### src/rtl/l2_write_buffer.sv
// Eviction write buffer between the L2 pmem port and the cacheline adaptor.
// Define WB_FORWARD_EN to serve read hits from the buffer instead of flushing it first.
module l2_write_buffer #(
  parameter int unsigned DEPTH       = 4,
  parameter int unsigned LINE_W      = 256,
  parameter int unsigned OFFSET_BITS = 5
) (
  input  logic              clk,
  input  logic              rst,
  input  logic              pmem_read,
  input  logic              pmem_write,
  input  logic [31:0]       pmem_address,
  input  logic [LINE_W-1:0] pmem_wdata,
  output logic [LINE_W-1:0] pmem_rdata,
  output logic              pmem_resp,
  output logic              read_o,
  output logic              write_o,
  output logic [31:0]       address_o,
  output logic [LINE_W-1:0] line_o,
  input  logic [LINE_W-1:0] line_i,
  input  logic              resp_i
);

  localparam int unsigned PtrW = (DEPTH > 1) ? $clog2(DEPTH) : 1;
  localparam int unsigned CntW = $clog2(DEPTH + 1);
  localparam int unsigned TagW = 32 - OFFSET_BITS;

  typedef enum logic [1:0] {StIdle, StUpResp, StDrain, StFetch} state_e;

  state_e            state_q, state_d;
  logic [DEPTH-1:0]  valid_q;
  logic [TagW-1:0]   ent_tag_q  [DEPTH];
  logic [LINE_W-1:0] ent_line_q [DEPTH];
  logic [PtrW-1:0]   head_q, tail_q;
  logic [CntW-1:0]   count_q;
  logic              flush_q, flush_d;
  logic [LINE_W-1:0] rdata_q;
  logic              read_q, write_q;
  logic [31:0]       addr_q;
  logic [LINE_W-1:0] wline_q;

  logic [TagW-1:0] req_tag;
  logic            hit;
  logic [PtrW-1:0] hit_idx;
  logic            full;
  logic            coal_en, push_en, pop_en, fwd_en, fill_en;
  logic            start_drain, start_fetch;
  logic            unused_addr_bits;

  assign req_tag          = pmem_address[31:OFFSET_BITS];
  assign unused_addr_bits = ^pmem_address[OFFSET_BITS-1:0];
  assign full             = (count_q == CntW'(DEPTH));

  // Tags are unique among valid entries, so at most one bit can fire.
  always_comb begin
    hit     = 1'b0;
    hit_idx = '0;
    for (int i = 0; i < DEPTH; i++) begin
      if (valid_q[i] && (ent_tag_q[i] == req_tag)) begin
        hit     = 1'b1;
        hit_idx = PtrW'(i);
      end
    end
  end

  always_comb begin
    state_d     = state_q;
    flush_d     = flush_q;
    coal_en     = 1'b0;
    push_en     = 1'b0;
    pop_en      = 1'b0;
    fwd_en      = 1'b0;
    fill_en     = 1'b0;
    start_drain = 1'b0;
    start_fetch = 1'b0;
    unique case (state_q)
      StIdle: begin
        if (pmem_write) begin
          if (hit) begin
            coal_en = 1'b1;
            state_d = StUpResp;
          end else if (!full) begin
            push_en = 1'b1;
            state_d = StUpResp;
          end else begin
            start_drain = 1'b1;
            state_d     = StDrain;
          end
        end else if (pmem_read) begin
`ifdef WB_FORWARD_EN
          if (hit) begin
            fwd_en  = 1'b1;
            state_d = StUpResp;
          end else begin
            start_fetch = 1'b1;
            state_d     = StFetch;
          end
`else
          // A hit commits us to emptying the whole buffer before fetching.
          if ((hit || flush_q) && (count_q != '0)) begin
            flush_d     = 1'b1;
            start_drain = 1'b1;
            state_d     = StDrain;
          end else begin
            flush_d     = 1'b0;
            start_fetch = 1'b1;
            state_d     = StFetch;
          end
`endif
        end else if (count_q != '0) begin
          start_drain = 1'b1;
          state_d     = StDrain;
        end
      end
      StUpResp: state_d = StIdle;
      StDrain: begin
        if (resp_i) begin
          pop_en  = 1'b1;
          state_d = StIdle;
        end
      end
      StFetch: begin
        if (resp_i) begin
          fill_en = 1'b1;
          state_d = StUpResp;
        end
      end
      default: state_d = StIdle;
    endcase
  end

  always_ff @(posedge clk) begin
    if (rst) begin
      state_q <= StIdle;
      valid_q <= '0;
      head_q  <= '0;
      tail_q  <= '0;
      count_q <= '0;
      flush_q <= 1'b0;
      rdata_q <= '0;
      read_q  <= 1'b0;
      write_q <= 1'b0;
      addr_q  <= '0;
      wline_q <= '0;
    end else begin
      state_q <= state_d;
      flush_q <= flush_d;
      if (coal_en) begin
        ent_line_q[hit_idx] <= pmem_wdata;
      end
      if (push_en) begin
        valid_q[tail_q]    <= 1'b1;
        ent_tag_q[tail_q]  <= req_tag;
        ent_line_q[tail_q] <= pmem_wdata;
        tail_q             <= tail_q + PtrW'(1);
        count_q            <= count_q + CntW'(1);
      end
      if (pop_en) begin
        valid_q[head_q] <= 1'b0;
        head_q          <= head_q + PtrW'(1);
        count_q         <= count_q - CntW'(1);
        write_q         <= 1'b0;
      end
      // Snapshot the head so address_o/line_o stay stable for the whole drain.
      if (start_drain) begin
        write_q <= 1'b1;
        addr_q  <= {ent_tag_q[head_q], {OFFSET_BITS{1'b0}}};
        wline_q <= ent_line_q[head_q];
      end
      if (start_fetch) begin
        read_q <= 1'b1;
        addr_q <= {req_tag, {OFFSET_BITS{1'b0}}};
      end
      if (fill_en) begin
        read_q  <= 1'b0;
        rdata_q <= line_i;
      end
      if (fwd_en) begin
        rdata_q <= ent_line_q[hit_idx];
      end
    end
  end

  assign pmem_resp  = (state_q == StUpResp);
  assign pmem_rdata = rdata_q;
  assign read_o     = read_q;
  assign write_o    = write_q;
  assign address_o  = addr_q;
  assign line_o     = wline_q;

endmodule

### config.mk
export PLATFORM = sky130hd
export DESIGN_NAME = l2_write_buffer
export DESIGN_NICKNAME = d
export VERILOG_FILES = /design/src/rtl/l2_write_buffer.sv
export SDC_FILE = /design/constraint.sdc
export NUM_CORES = 2
export LEC_CHECK = 0
export CORE_AREA = 2 2 421 423
export CTS_CLUSTER_DIAMETER = 120
export DETAILED_ROUTE_END_ITERATION = 10
export DIE_AREA = 0 0 423 425
export PLACE_DENSITY = 0.6
export SLEW_MARGIN = 15
export SYNTH_ARGS = -nofsm -noshare
export SYNTH_HDL_FRONTEND = slang
export SYNTH_SLANG_ARGS = --single-unit
### constraint.sdc
create_clock -name clk -period 27.5 [get_ports clk]
set_input_delay 4.125 -clock clk [delete_from_list [all_inputs] [get_ports clk]]
set_output_delay 4.125 -clock clk [all_outputs]
set_load 0.1 [all_outputs]
==> run_results.csv <==
group,metric,value,unit
synth,synthCells,3858,
layout,nFillCells,15400,
floorplanning,start_util,35.3,%
clock_tree,cts-resized-gates,0,
global_routing,grt_start_max_net_pins,155,
placed_design,dp_hpwl,120000,µm
synth,synth_cell_type_count,44,
setup_path,crit_fanout,63,
floorplanning,die_x,423,µm
sta,fin_crit,10.07,ns
power_and_ir_drop,switchingPower,1.80,mW
setup_path,crit_arrival,10.49,ns
sta,setup_viol,0,
setup_path,path_cells,"clkdlybuf4s50_1, xnor2_1, nand4_1, nor4_1, a22oi_1, nand3_1, nor3b_2, a21oi_1, nor3b_2, buf_4, buf_4, buf_4, buf_4",
sta,rsz0062_at_grt,"false",
global_routing,grt_pass1_wl,254000,µm
synth,avgSynthCellArea,16.0,µm²
setup_path,cp-start-kind,"input pin",
sta,tns,0,ns
layout,drive_above_1_share,12.6,%
setup_path,endpoint_kind,"flip-flop",
synth,synth_seq_area_share,73.0,%
power_and_ir_drop,intPower,4.51,mW
power_and_ir_drop,p_leak,25.7,nW
global_routing,antenna_found_initial,68,
clock_tree,clock_latency,0.82,ns
worst_hold_path,holdCritPathClass,"reg -> reg",
power_and_ir_drop,sequentialPowerShare,45.7,%
route,vias,36000,
sta,hold_viol,0,
route,wl_per_cell,24.2,µm
setup_path,max_stage_delay,0.86,ns
power_and_ir_drop,irDropWorstVdd,58.7,µV
power_and_ir_drop,p_comb_share,17.0,%
setup_path,cpMaxStageDelayCell,"nor3b_2",
setup_path,path_class,"in -> reg",
setup_path,required,27.93,ns
power_and_ir_drop,swShare,28.5,%
sta,whs,0.452,ns
clock_tree,cts_hold_buf,0,
power_and_ir_drop,power_density,78.2,nW/µm²
synth,async_flop_share,0,%
placed_design,place.gp.congestion,0.863,
setup_path,cpMostUsedCell,"buf_4",
synth,synth_area,61800,µm²
floorplanning,ioPinCount,1096,
floorplanning,rows,154,
route,wirelength,180000,µm
clock_tree,cts_setup_buffers,0,
clock_tree,clk_pin_slew,0.06,ns
synth,synth_edf_count,1132,
route,viasPerCell,4.85,
global_routing,gr-usage-all-layers,19.4,%
layout,nets,5481,
power_and_ir_drop,clkPwrFrac,37.3,%
synth,synth.ff_latch_count,1689,
route,drt_iter0_drc,2279,
clock_tree,h-tree-depth,4,
floorplanning,die_h,425,µm
route,drtAntennaViolNets,0,
clock_tree,cts.path.max_buffers,3,
clock_tree,numCtsBuffers,180,
sta,max-slew-margin-rel,18.2,%
floorplanning,fp.coreArea,175000,µm²
global_routing,grt_pass1_vias,36000,
synth,yosys_warnings,0,
sta,tightest_slew,1.22,ns
clock_tree,cts_tree,"done",
route,dr.pass1.iters,5,
sta,final.period_utilization,36.6,%
sta,slew_viol_final,0,
route,drc,0,
clock_tree,clock-sinks,1689,
status,status,"finished clean",
sta,clock_skew,0.0616,ns
job,drv_cap,0,
floorplanning,die_area,180000,µm²
sta,fmax,99.3,MHz
placed_design,port_buffers,1085,
global_routing,overflow,0,
layout,area_growth_syn_to_layout,30.5,%
synth,ys.flop_type,"edfxtp_1",
clock_tree,cts_root_buffer,"clkbuf_16",
layout,utilization,46.0,%
==> Yosys cell counts (2+ instances only) <==
cell	count	area (µm²)
nor3b_1	3	22.5
nand4_1	24	150
ha_1	8	100
dfxtp_1	557	11200
or2_2	2	12.5
buf_2	8	40.0
inv_1	63	236
nor4_1	10	62.6
a21oi_1	267	1340
nor3_1	8	40.0
buf_4	8	60.1
mux2i_1	258	2580
nand3_1	31	155
buf_6	24	270
edfxtp_1	1132	34000
xnor2_1	86	753
o21ai_0	3	15.0
clkbuf_1	206	773
a211oi_1	6	45.0
nor2_1	268	1010
buf_1	6	22.5
xor2_1	24	210
nor2b_1	2	12.5
mux4_2	283	6370
and3_1	7	43.8
o221ai_1	27	236
nand2_1	520	1950
==> stage by stage <==
stage | area (µm²) | std cells | power, mW | worst slack [ns]
final | 80700 | 7435 | 6.31 | 17.43
after global routing | 80700 | 7431 | 6.52 | 17.03
after CTS | 80600 | 7412 | 6.38 | 17.34
after detailed placement | 74900 | 7081 | 4.02 | 16.47
after global placement | 74900 | 7081 | 4.01 | 16.45
after floorplan | 61800 | 3862 | 3.70 | 2.20
==> layout by cell type (no fill, tap or decap), types with 4 or more instances in the layout <==
cell,n
edfxtp_1,1132
clkdlybuf4s50_1,1053
dfxtp_1,553
nand2_1,520
mux4_2,283
nor2_1,267
a21oi_1,267
mux2i_1,258
clkbuf_16,182
xnor2_1,86
buf_4,70
inv_1,63
clkbuf_1,55
clkinv_2,31
nand3_1,30
o221ai_1,27
xor2_1,24
nand4_1,24
diode_2,23
clkinv_1,19
clkbuf_8,19
nor4_1,10
nor3_1,8
ha_1,8
bufinv_16,7
a211oi_1,6
buf_12,6
conb_1,5
clkinv_16,5
and3_2,4
clkinvlp_4,4
==> critical path: cells and delay by family <==
kind	cells	cell delay [ns]
buf+inv	5	3.66
xor+xnor	1	0.26
compound gates	2	0.70
simple gates	5	1.56
==> cell families (layout without fill, tap and decap cells) <==
group           count (synthesis)  count (layout)  synth area share, %
mux                           542             542                 14.5
simple gates                  879             879                 5.65
other cells                     1              28              0.00607
buf+inv                       316            1526                 2.28
flops                        1689            1689                 73.0
xor+xnor                      110             110                 1.56
fa+ha+maj                       9               9                0.194
compound gates                312             312                 2.78
==> routing by layer <==
layer,wire length (µm),track usage [%],share of wire (%)
met1,63700,20.6,35
met2,94500,34.3,52
met3,10800,5.25,6.0
met4,11000,11.5,6.1
met5,228,0,0.13
==> state kept, by name, indices dropped and copies added (netlist names), named ones only <==
register,cells
address_o,27
read_o,1
tail_q,2
head_q,2
ent_line_q,1024
pmem_rdata,256
ent_tag_q,108
valid_q,4
line_o,256
write_o,1
count_q,3
flush_q,1
state_q,2
==> area by class of cell <==
type | count | area, µm² | share of cell area, %
Timing Repair Buffer | 1131 | 11200 | 13.9
Sequential cell | 1689 | 45200 | 56.0
Clock buffer | 256 | 5020 | 6.22
Clock inverter | 75 | 759 | 0.941
Antenna cell | 23 | 57.6 | 0.0713
Multi-Input combinational cell | 1857 | 15300 | 19.0
Inverter | 64 | 240 | 0.298
Tap cell | 2340 | 2930 | 3.63
==> worst paths after layout <==
path	startpoint	to	slack [ns]	cells after the start
hold reg to reg	pmem_rdata[206]$_SDFFE_PP0P_	pmem_rdata[206]$_SDFFE_PP0P_	0.45	2
hold / removal	pmem_rdata[206]$_SDFFE_PP0P_	pmem_rdata[206]$_SDFFE_PP0P_	0.45	2
setup reg to reg	ent_tag_q[1][19]$_DFFE_PP_	ent_line_q[3][77]$_DFFE_PP_	21.14	12
setup / recovery	pmem_address[23]	ent_line_q[3][77]$_DFFE_PP_	17.43	13
==> power by group through the flow <==
stage / clock (mW) / sequential (mW) / combinational (mW)
3_5_place_dp: 0 / 2.94 / 1.08
4_1_cts: 2.41 / 2.88 / 1.09
5_1_grt: 2.51 / 2.89 / 1.12
6_report: 2.35 / 2.88 / 1.07
3_3_place_gp: 0 / 2.93 / 1.08
2_1_floorplan: 0 / 3.36 / 0.336
Power figures use the tool's default switching activity.
